==> src/rtl/hermes_rx_buffer_pkg.sv <==
// -----------------------------------------------------------------------------
// hermes_rx_buffer_pkg
// Shared Hermes router definitions: port count and port identifiers, default
// flit width and FIFO depth, and the receive-side framing FSM state type.
// No ports (package).
// -----------------------------------------------------------------------------
package hermes_rx_buffer_pkg;

  localparam int NPORT = 5;

  typedef enum logic [2:0] {
    EAST  = 3'd0,
    WEST  = 3'd1,
    NORTH = 3'd2,
    SOUTH = 3'd3,
    LOCAL = 3'd4
  } hermes_port_t;

  // Default FIFO depth per input port, in flits (power of two, >= 2).
  localparam int HERMES_BUFFER_SIZE = 8;
  localparam int HERMES_FLIT_SIZE   = 32;

  typedef enum logic [2:0] {
    IDLE    = 3'd0,
    REQ     = 3'd1,
    HEADER  = 3'd2,
    SIZE    = 3'd3,
    PAYLOAD = 3'd4
  } hermes_rx_state_t;

  // True in the states where the head flit belongs to a routed packet and
  // may be offered to the crossbar.
  function automatic logic rx_forwarding(input hermes_rx_state_t s);
    return (s == HEADER) || (s == SIZE) || (s == PAYLOAD);
  endfunction

endpackage

==> src/rtl/hermes_rx_buffer_fifo.sv <==
// -----------------------------------------------------------------------------
// hermes_fifo
// Circular flit FIFO for one router input port.
// Ports:
//   clk_i, rst_i   clock, synchronous active-high reset (clears pointers/count)
//   push_i, data_i write data_i at the tail (ignored when full)
//   pop_i          drop the head flit (ignored when empty)
//   head_o         current head flit, forced to 0 when empty
//   full_o         occupancy == DEPTH
//   empty_o        occupancy == 0
// The head is read asynchronously so a flit written on one edge is visible
// at the head in the very next cycle; storage itself is never reset.
// -----------------------------------------------------------------------------
module hermes_fifo
  import hermes_rx_buffer_pkg::*;
#(
  parameter int WIDTH = HERMES_FLIT_SIZE,
  parameter int DEPTH = HERMES_BUFFER_SIZE
) (
  input  logic             clk_i,
  input  logic             rst_i,
  input  logic             push_i,
  input  logic [WIDTH-1:0] data_i,
  input  logic             pop_i,
  output logic [WIDTH-1:0] head_o,
  output logic             full_o,
  output logic             empty_o
);

  localparam int AW = $clog2(DEPTH);
  localparam int CW = AW + 1;

  logic [WIDTH-1:0] mem_reg [DEPTH];
  logic [AW-1:0]    wr_ptr_reg;
  logic [AW-1:0]    rd_ptr_reg;
  logic [CW-1:0]    count_reg;
  logic             do_push;
  logic             do_pop;

  assign do_push = push_i && !full_o;
  assign do_pop  = pop_i && !empty_o;

  always_ff @(posedge clk_i) begin
    if (do_push) begin
      mem_reg[wr_ptr_reg] <= data_i;
    end
  end

  // Pointers are exactly log2(DEPTH) bits, so increment wraps for free.
  always_ff @(posedge clk_i) begin
    if (rst_i) begin
      wr_ptr_reg <= '0;
      rd_ptr_reg <= '0;
      count_reg  <= '0;
    end else begin
      if (do_push) wr_ptr_reg <= wr_ptr_reg + 1'b1;
      if (do_pop)  rd_ptr_reg <= rd_ptr_reg + 1'b1;
      case ({do_push, do_pop})
        2'b10:   count_reg <= count_reg + 1'b1;
        2'b01:   count_reg <= count_reg - 1'b1;
        default: count_reg <= count_reg;
      endcase
    end
  end

  assign full_o  = (count_reg == CW'(DEPTH));
  assign empty_o = (count_reg == '0);
  assign head_o  = empty_o ? '0 : mem_reg[rd_ptr_reg];

endmodule

==> src/rtl/hermes_rx_buffer.sv <==
// -----------------------------------------------------------------------------
// hermes_rx_buffer
// Receive buffer for one Hermes router input port: stores incoming flits,
// frames packets (header, size N, N payload flits), requests routing for each
// header and forwards flits to the local crossbar.
// Ports:
//   clk_i, rst_i     clock, synchronous active-high reset
//   rx_i, data_i     upstream flit valid / flit
//   credit_o         buffer can accept a flit this cycle
//   req_routing_o    header at the head awaits routing
//   routed_i         switch control accepted the routing request
//   data_av_o, data_o  head flit offered to the crossbar (data_o=0 when empty)
//   ack_i            crossbar consumed the head flit
//   sending_o        this packet owns an output port
//   end_o            one-cycle pulse during the cycle the last flit is consumed
//   pkt_cnt_o        (only with HERMES_RX_PKT_CNT_EN) saturating packet count
// Optional feature macro: HERMES_RX_PKT_CNT_EN.
// -----------------------------------------------------------------------------
module hermes_rx_buffer
  import hermes_rx_buffer_pkg::*;
#(
  parameter int FLIT_SIZE   = HERMES_FLIT_SIZE,
  parameter int BUFFER_SIZE = HERMES_BUFFER_SIZE
) (
  input  logic                 clk_i,
  input  logic                 rst_i,
  input  logic                 rx_i,
  input  logic [FLIT_SIZE-1:0] data_i,
  output logic                 credit_o,
  output logic                 req_routing_o,
  input  logic                 routed_i,
  output logic                 data_av_o,
  output logic [FLIT_SIZE-1:0] data_o,
  input  logic                 ack_i,
  output logic                 sending_o,
  output logic                 end_o
`ifdef HERMES_RX_PKT_CNT_EN
  ,
  output logic [15:0]          pkt_cnt_o
`endif
);

  logic                 fifo_full;
  logic                 fifo_empty;
  logic [FLIT_SIZE-1:0] head;
  logic                 push;
  logic                 pop;
  logic                 last_pop;

  hermes_rx_state_t     state_reg;
  logic                 req_routing_reg;
  logic                 sending_reg;
  logic [FLIT_SIZE-1:0] payload_cnt_reg;

  hermes_fifo #(
    .WIDTH (FLIT_SIZE),
    .DEPTH (BUFFER_SIZE)
  ) u_fifo (
    .clk_i   (clk_i),
    .rst_i   (rst_i),
    .push_i  (push),
    .data_i  (data_i),
    .pop_i   (pop),
    .head_o  (head),
    .full_o  (fifo_full),
    .empty_o (fifo_empty)
  );

  // Credit comes straight from the registered occupancy: a pop in a full
  // cycle does not free a slot until the next cycle.
  assign credit_o  = !fifo_full;
  assign push      = rx_i && credit_o;
  assign data_av_o = rx_forwarding(state_reg) && !fifo_empty;
  assign pop       = data_av_o && ack_i;
  assign data_o    = head;

  // Last flit is either a zero size flit or the payload flit popped with one
  // flit left on the counter.
  assign last_pop = pop &&
                    (((state_reg == SIZE) && (head == '0)) ||
                     ((state_reg == PAYLOAD) && (payload_cnt_reg == FLIT_SIZE'(1))));
  // A reset edge discards the packet, so no end is reported in that cycle.
  assign end_o    = last_pop && !rst_i;

  assign req_routing_o = req_routing_reg;
  assign sending_o     = sending_reg;

  always_ff @(posedge clk_i) begin
    if (rst_i) begin
      state_reg       <= IDLE;
      req_routing_reg <= 1'b0;
      sending_reg     <= 1'b0;
      payload_cnt_reg <= '0;
    end else begin
      case (state_reg)
        IDLE: begin
          if (!fifo_empty) begin
            state_reg       <= REQ;
            req_routing_reg <= 1'b1;
          end
        end
        REQ: begin
          if (routed_i) begin
            state_reg       <= HEADER;
            req_routing_reg <= 1'b0;
            sending_reg     <= 1'b1;
          end
        end
        HEADER: begin
          if (pop) state_reg <= SIZE;
        end
        SIZE: begin
          if (pop) begin
            payload_cnt_reg <= head;
            if (head == '0) begin
              state_reg   <= IDLE;
              sending_reg <= 1'b0;
            end else begin
              state_reg <= PAYLOAD;
            end
          end
        end
        PAYLOAD: begin
          if (pop) begin
            payload_cnt_reg <= payload_cnt_reg - 1'b1;
            if (last_pop) begin
              state_reg   <= IDLE;
              sending_reg <= 1'b0;
            end
          end
        end
        default: begin
          state_reg       <= IDLE;
          req_routing_reg <= 1'b0;
          sending_reg     <= 1'b0;
        end
      endcase
    end
  end

`ifdef HERMES_RX_PKT_CNT_EN
  logic [15:0] pkt_cnt_reg;

  always_ff @(posedge clk_i) begin
    if (rst_i) begin
      pkt_cnt_reg <= '0;
    end else if (end_o && (pkt_cnt_reg != 16'hFFFF)) begin
      pkt_cnt_reg <= pkt_cnt_reg + 16'd1;
    end
  end

  assign pkt_cnt_o = pkt_cnt_reg;
`endif

endmodule

==> config.mk <==
export PLATFORM = sky130hd
export DESIGN_NAME = hermes_rx_buffer
export DESIGN_NICKNAME = d
export VERILOG_FILES = /design/src/rtl/hermes_rx_buffer_pkg.sv /design/src/rtl/hermes_rx_buffer_fifo.sv /design/src/rtl/hermes_rx_buffer.sv
export SDC_FILE = /design/constraint.sdc
export NUM_CORES = 1
export LEC_CHECK = 0
export CORE_UTILIZATION = 49
export CTS_CLUSTER_SIZE = 24
export DETAILED_ROUTE_END_ITERATION = 6
export HOLD_SLACK_MARGIN = 0.08
export PLACE_DENSITY = 0.75
export SETUP_SLACK_MARGIN = 0.05
export SYNTH_ARGS = -nofsm -noshare
export SYNTH_HDL_FRONTEND = slang
export SYNTH_SLANG_ARGS = --single-unit
==> constraint.sdc <==
create_clock -name clk_i -period 5.9 [get_ports clk_i]
set_input_delay 0.885 -clock clk_i [delete_from_list [all_inputs] [get_ports clk_i]]
set_output_delay 0.885 -clock clk_i [all_outputs]
set_load 0.005 [all_outputs]
==> results.md <==
- Status: completed
- Final-report setup violation count: 0
- Max FO, Critical Path: 20
- Reg2reg end: u_fifo.count_reg[3]
- Yosys warns: 0
- Cells after synthesis: 923
- Largest cells by area after synthesis: edfxtp_1 (60%), dfxtp_1 (7.8%), mux2i_1 (6.7%), mux4_2 (4.0%), a22oi_1 (2.3%)
- Global-route wire length before repair: 44.4 mm
- Final ANT Viol Nets: 0
- Storage cell area: 8690 sq um
- Layout cells sized above 1: 10.9%
- Post-CTS setup repair buffer count: 0
- Peak supply drop: roughly 0.00018 V
- Initial antenna violation count: 0
- Global Route Usage Sum: 21.9%
- Syn Nets: 968
- Syn-to-layout area delta: 15.3%
- Clk slew on worst S/H paths: 0.06 ns
- Pin count of the biggest net entering global routing: 52
- Pre-antenna DRT Iters: 6
- WHS Endpoint: payload_cnt_reg[20]
- Leakage: 4.88 nW
- Max reg flops: 256
- Total gr overflow: 0
- Post-synth EDFFs: 256
- Drt drc: 0
- Slew headroom: 20.2%
- Root Driver: clkbuf_16
- RSZ-0062 raised after global routing: false
- R2R setup slack: between 2 and 3 ns
- Iter 0 DRT Violations: 842
- Post-route setup TNS: 0 ns
- # IOs: 74
- DP HPWL: 17.7 mm
- Vias in the first global route: 7601
- Htree depth: 1
- Worst Max-Slew Pin Slew: roughly 1.2 ns
- Total core area: ~26000 sq um
- Worst Min Path Start: payload_cnt_reg[20]
- Total clock sinks: 306
- Cell variety after synth: 56
- Worst r2r src: state_reg[2]
- Worst Path Arrival: between 4 and 5 ns
- Peak Freq: just under 0.2 GHz
- WL per Instance: 22.2 microns
- CP Launch Type: flop
- Die height: 164 microns
- Clk buf depth: 3
- IO buf count: 73
- Via Count: 8149
- Slew Limit Fails: 0
- Clk_lat worst skew: 0.55 ns
- Seq cells post-synth: 306
- CP required: 5.02 ns
- Post-CTS Resized: 0
- Initial core utilization: between 40% and 50%
- Seq/Total Area, Yosys: 67.3%
- Die ar.: between 20000 and 30000 sq um
- ANT cells: 0
- Fillers: 1958
- Main synth FF type: edfxtp_1
- Die X: roughly 160 microns
- Power per cell area: 310 nW/um^2
- Final period util: a little under 90%
- Clock Skews: 0.0153 ns
- Cts-stage hold buffer count: 0
- Worst hold path type: reg2reg
- DRT Wirelength: 29.7 mm
- Vias/cell: 6.09
- Nets: 1031
- Post-synth top area share: between 50% and 60%
- CTS tree: built
- Hold depth: 2
- Async SR Flop Fraction: 0%
- Synth Cell Area: about 13000 sq um
- Worst r2r path cells: 12
- Gpl congestion: 0.845
- Total of max-cap violations: 0
- CTS Buf Count: 29
- Power Total: 4.61 mW
- Row count: 59
- Min cycle time layout: 5.18 ns
- Multi-input logic area: 3850 sq um
- Leading area contributor after synthesis: edfxtp_1
- Hold Fails Final Rpt: 0
- Crit path capture type: primary output
- CP Class: reg2out
- Synthesized area per cell: 14.0 sq um
cell usage in the layout (no fill, tap or decap), drive strengths merged, types with 7 or more instances in the layout:
cell           count
edfxtp           256
mux2i             86
clkdlybuf4s50     72
nand2             56
nor2              55
a21oi             51
dfxtp             50
o21ai             42
a22oi             39
clkbuf            33
inv               33
nand3             28
nor3              24
mux4              23
buf               21
nor4              12
nand4             10
a221oi             9
clkinv             9
or3                7
o22ai              7
ha                 7
worst max-delay path, stage by stage, from the launching register on:
cell,delay [ns]
dfxtp_2,0.51
nor2b_2,1.01
a22oi_1,0.19
nand3_1,0.31
nand4_1,0.13
nor4_1,0.57
nand4_1,0.21
a21oi_1,0.26
clkdlybuf4s50_1,0.55
layer usage:
| layer | wire length, microns | up-vias | part of all wire (%) | global-route usage (%) |
|---|---|---|---|---|
| met4 | 621 | 0 | 2.1 | 5.81 |
| li1 | - | 3664 | - | - |
| met5 | 0 | - | 0 | 0 |
| met1 | 12700 | 4046 | 43 | 31.3 |
| met2 | 14100 | 387 | 47 | 35.1 |
| met3 | 2330 | 52 | 7.8 | 3.36 |
Yosys cell counts, types with 3 or more instances:
library cell and count:
nor3_1 22, buf_4 6, a21o_1 3, o21ai_0 18, inv_1 28, nor2b_1 6
or4_1 3, ha_1 7, buf_2 19, nor2_1 55, buf_6 4, nand2_1 56
clkbuf_1 30, nor4_1 10, o22ai_1 7, a22oi_1 39, mux4_2 23, nand3_1 28
xor2_1 5, dfxtp_1 50, o21ai_1 24, a211oi_1 6, or3_1 7, and2_1 3
edfxtp_1 256, nor4b_1 3, a21oi_1 49, mux2i_1 86, nand4_1 10, inv_2 3
and3_1 5, nor3b_1 5, nand2b_1 5, a221oi_1 9
power breakdown:
group	internal (mW)	switching [mW]
clock network	1.03	0.770
registers	2.39	0.0249
logic	0.159	0.231
final cells by class:
class | instances | area share, %
Multi-Input combinational cell | 525 | 25.9
Inverter | 31 | 0.782
Clock inverter | 16 | 1.11
Timing Repair Buffer | 93 | 5.97
Sequential cell | 306 | 58.4
Clock buffer | 33 | 4.98
Tap cell | 335 | 2.82
per-stage QoR:
step / instance area, sq um / worst slack [ns] / hold slack [ns] / std cells / utilization [%]
floorplan: 12900 / 0.951 / 0.442 / 923 / -
global placement: 14000 / 1.32 / 0.458 / 1290 / 53.9
detailed placement: 14000 / 1.37 / 0.465 / 1290 / 53.9
CTS: 14900 / 0.733 / 0.479 / 1339 / 57.4
global route: 14900 / 0.471 / 0.488 / 1339 / 57.4
finish: 14900 / 0.723 / 0.475 / 1339 / 57.4
how the worst max path moves through the flow:
stage / to / depth (start not counted)
after floorplan: u_fifo.mem_reg[2][0] / 2
after global placement: end_o / 8
after detailed placement: end_o / 8
after CTS: end_o / 8
after global routing: end_o / 8
final: end_o / 8
cell families after synthesis:
| kind of cell | Yosys count | share of synthesized area, % |
|---|---|---|
| mux | 109 | 10.7 |
| xor+xnor | 7 | 0.475 |
| fa+ha+maj | 8 | 0.834 |
| compound gates | 171 | 8.33 |
| buf+inv | 92 | 3.27 |
| simple gates | 230 | 9.09 |
| flops | 306 | 67.3 |
No activity file was read; power rests on OpenSTA's default activity.
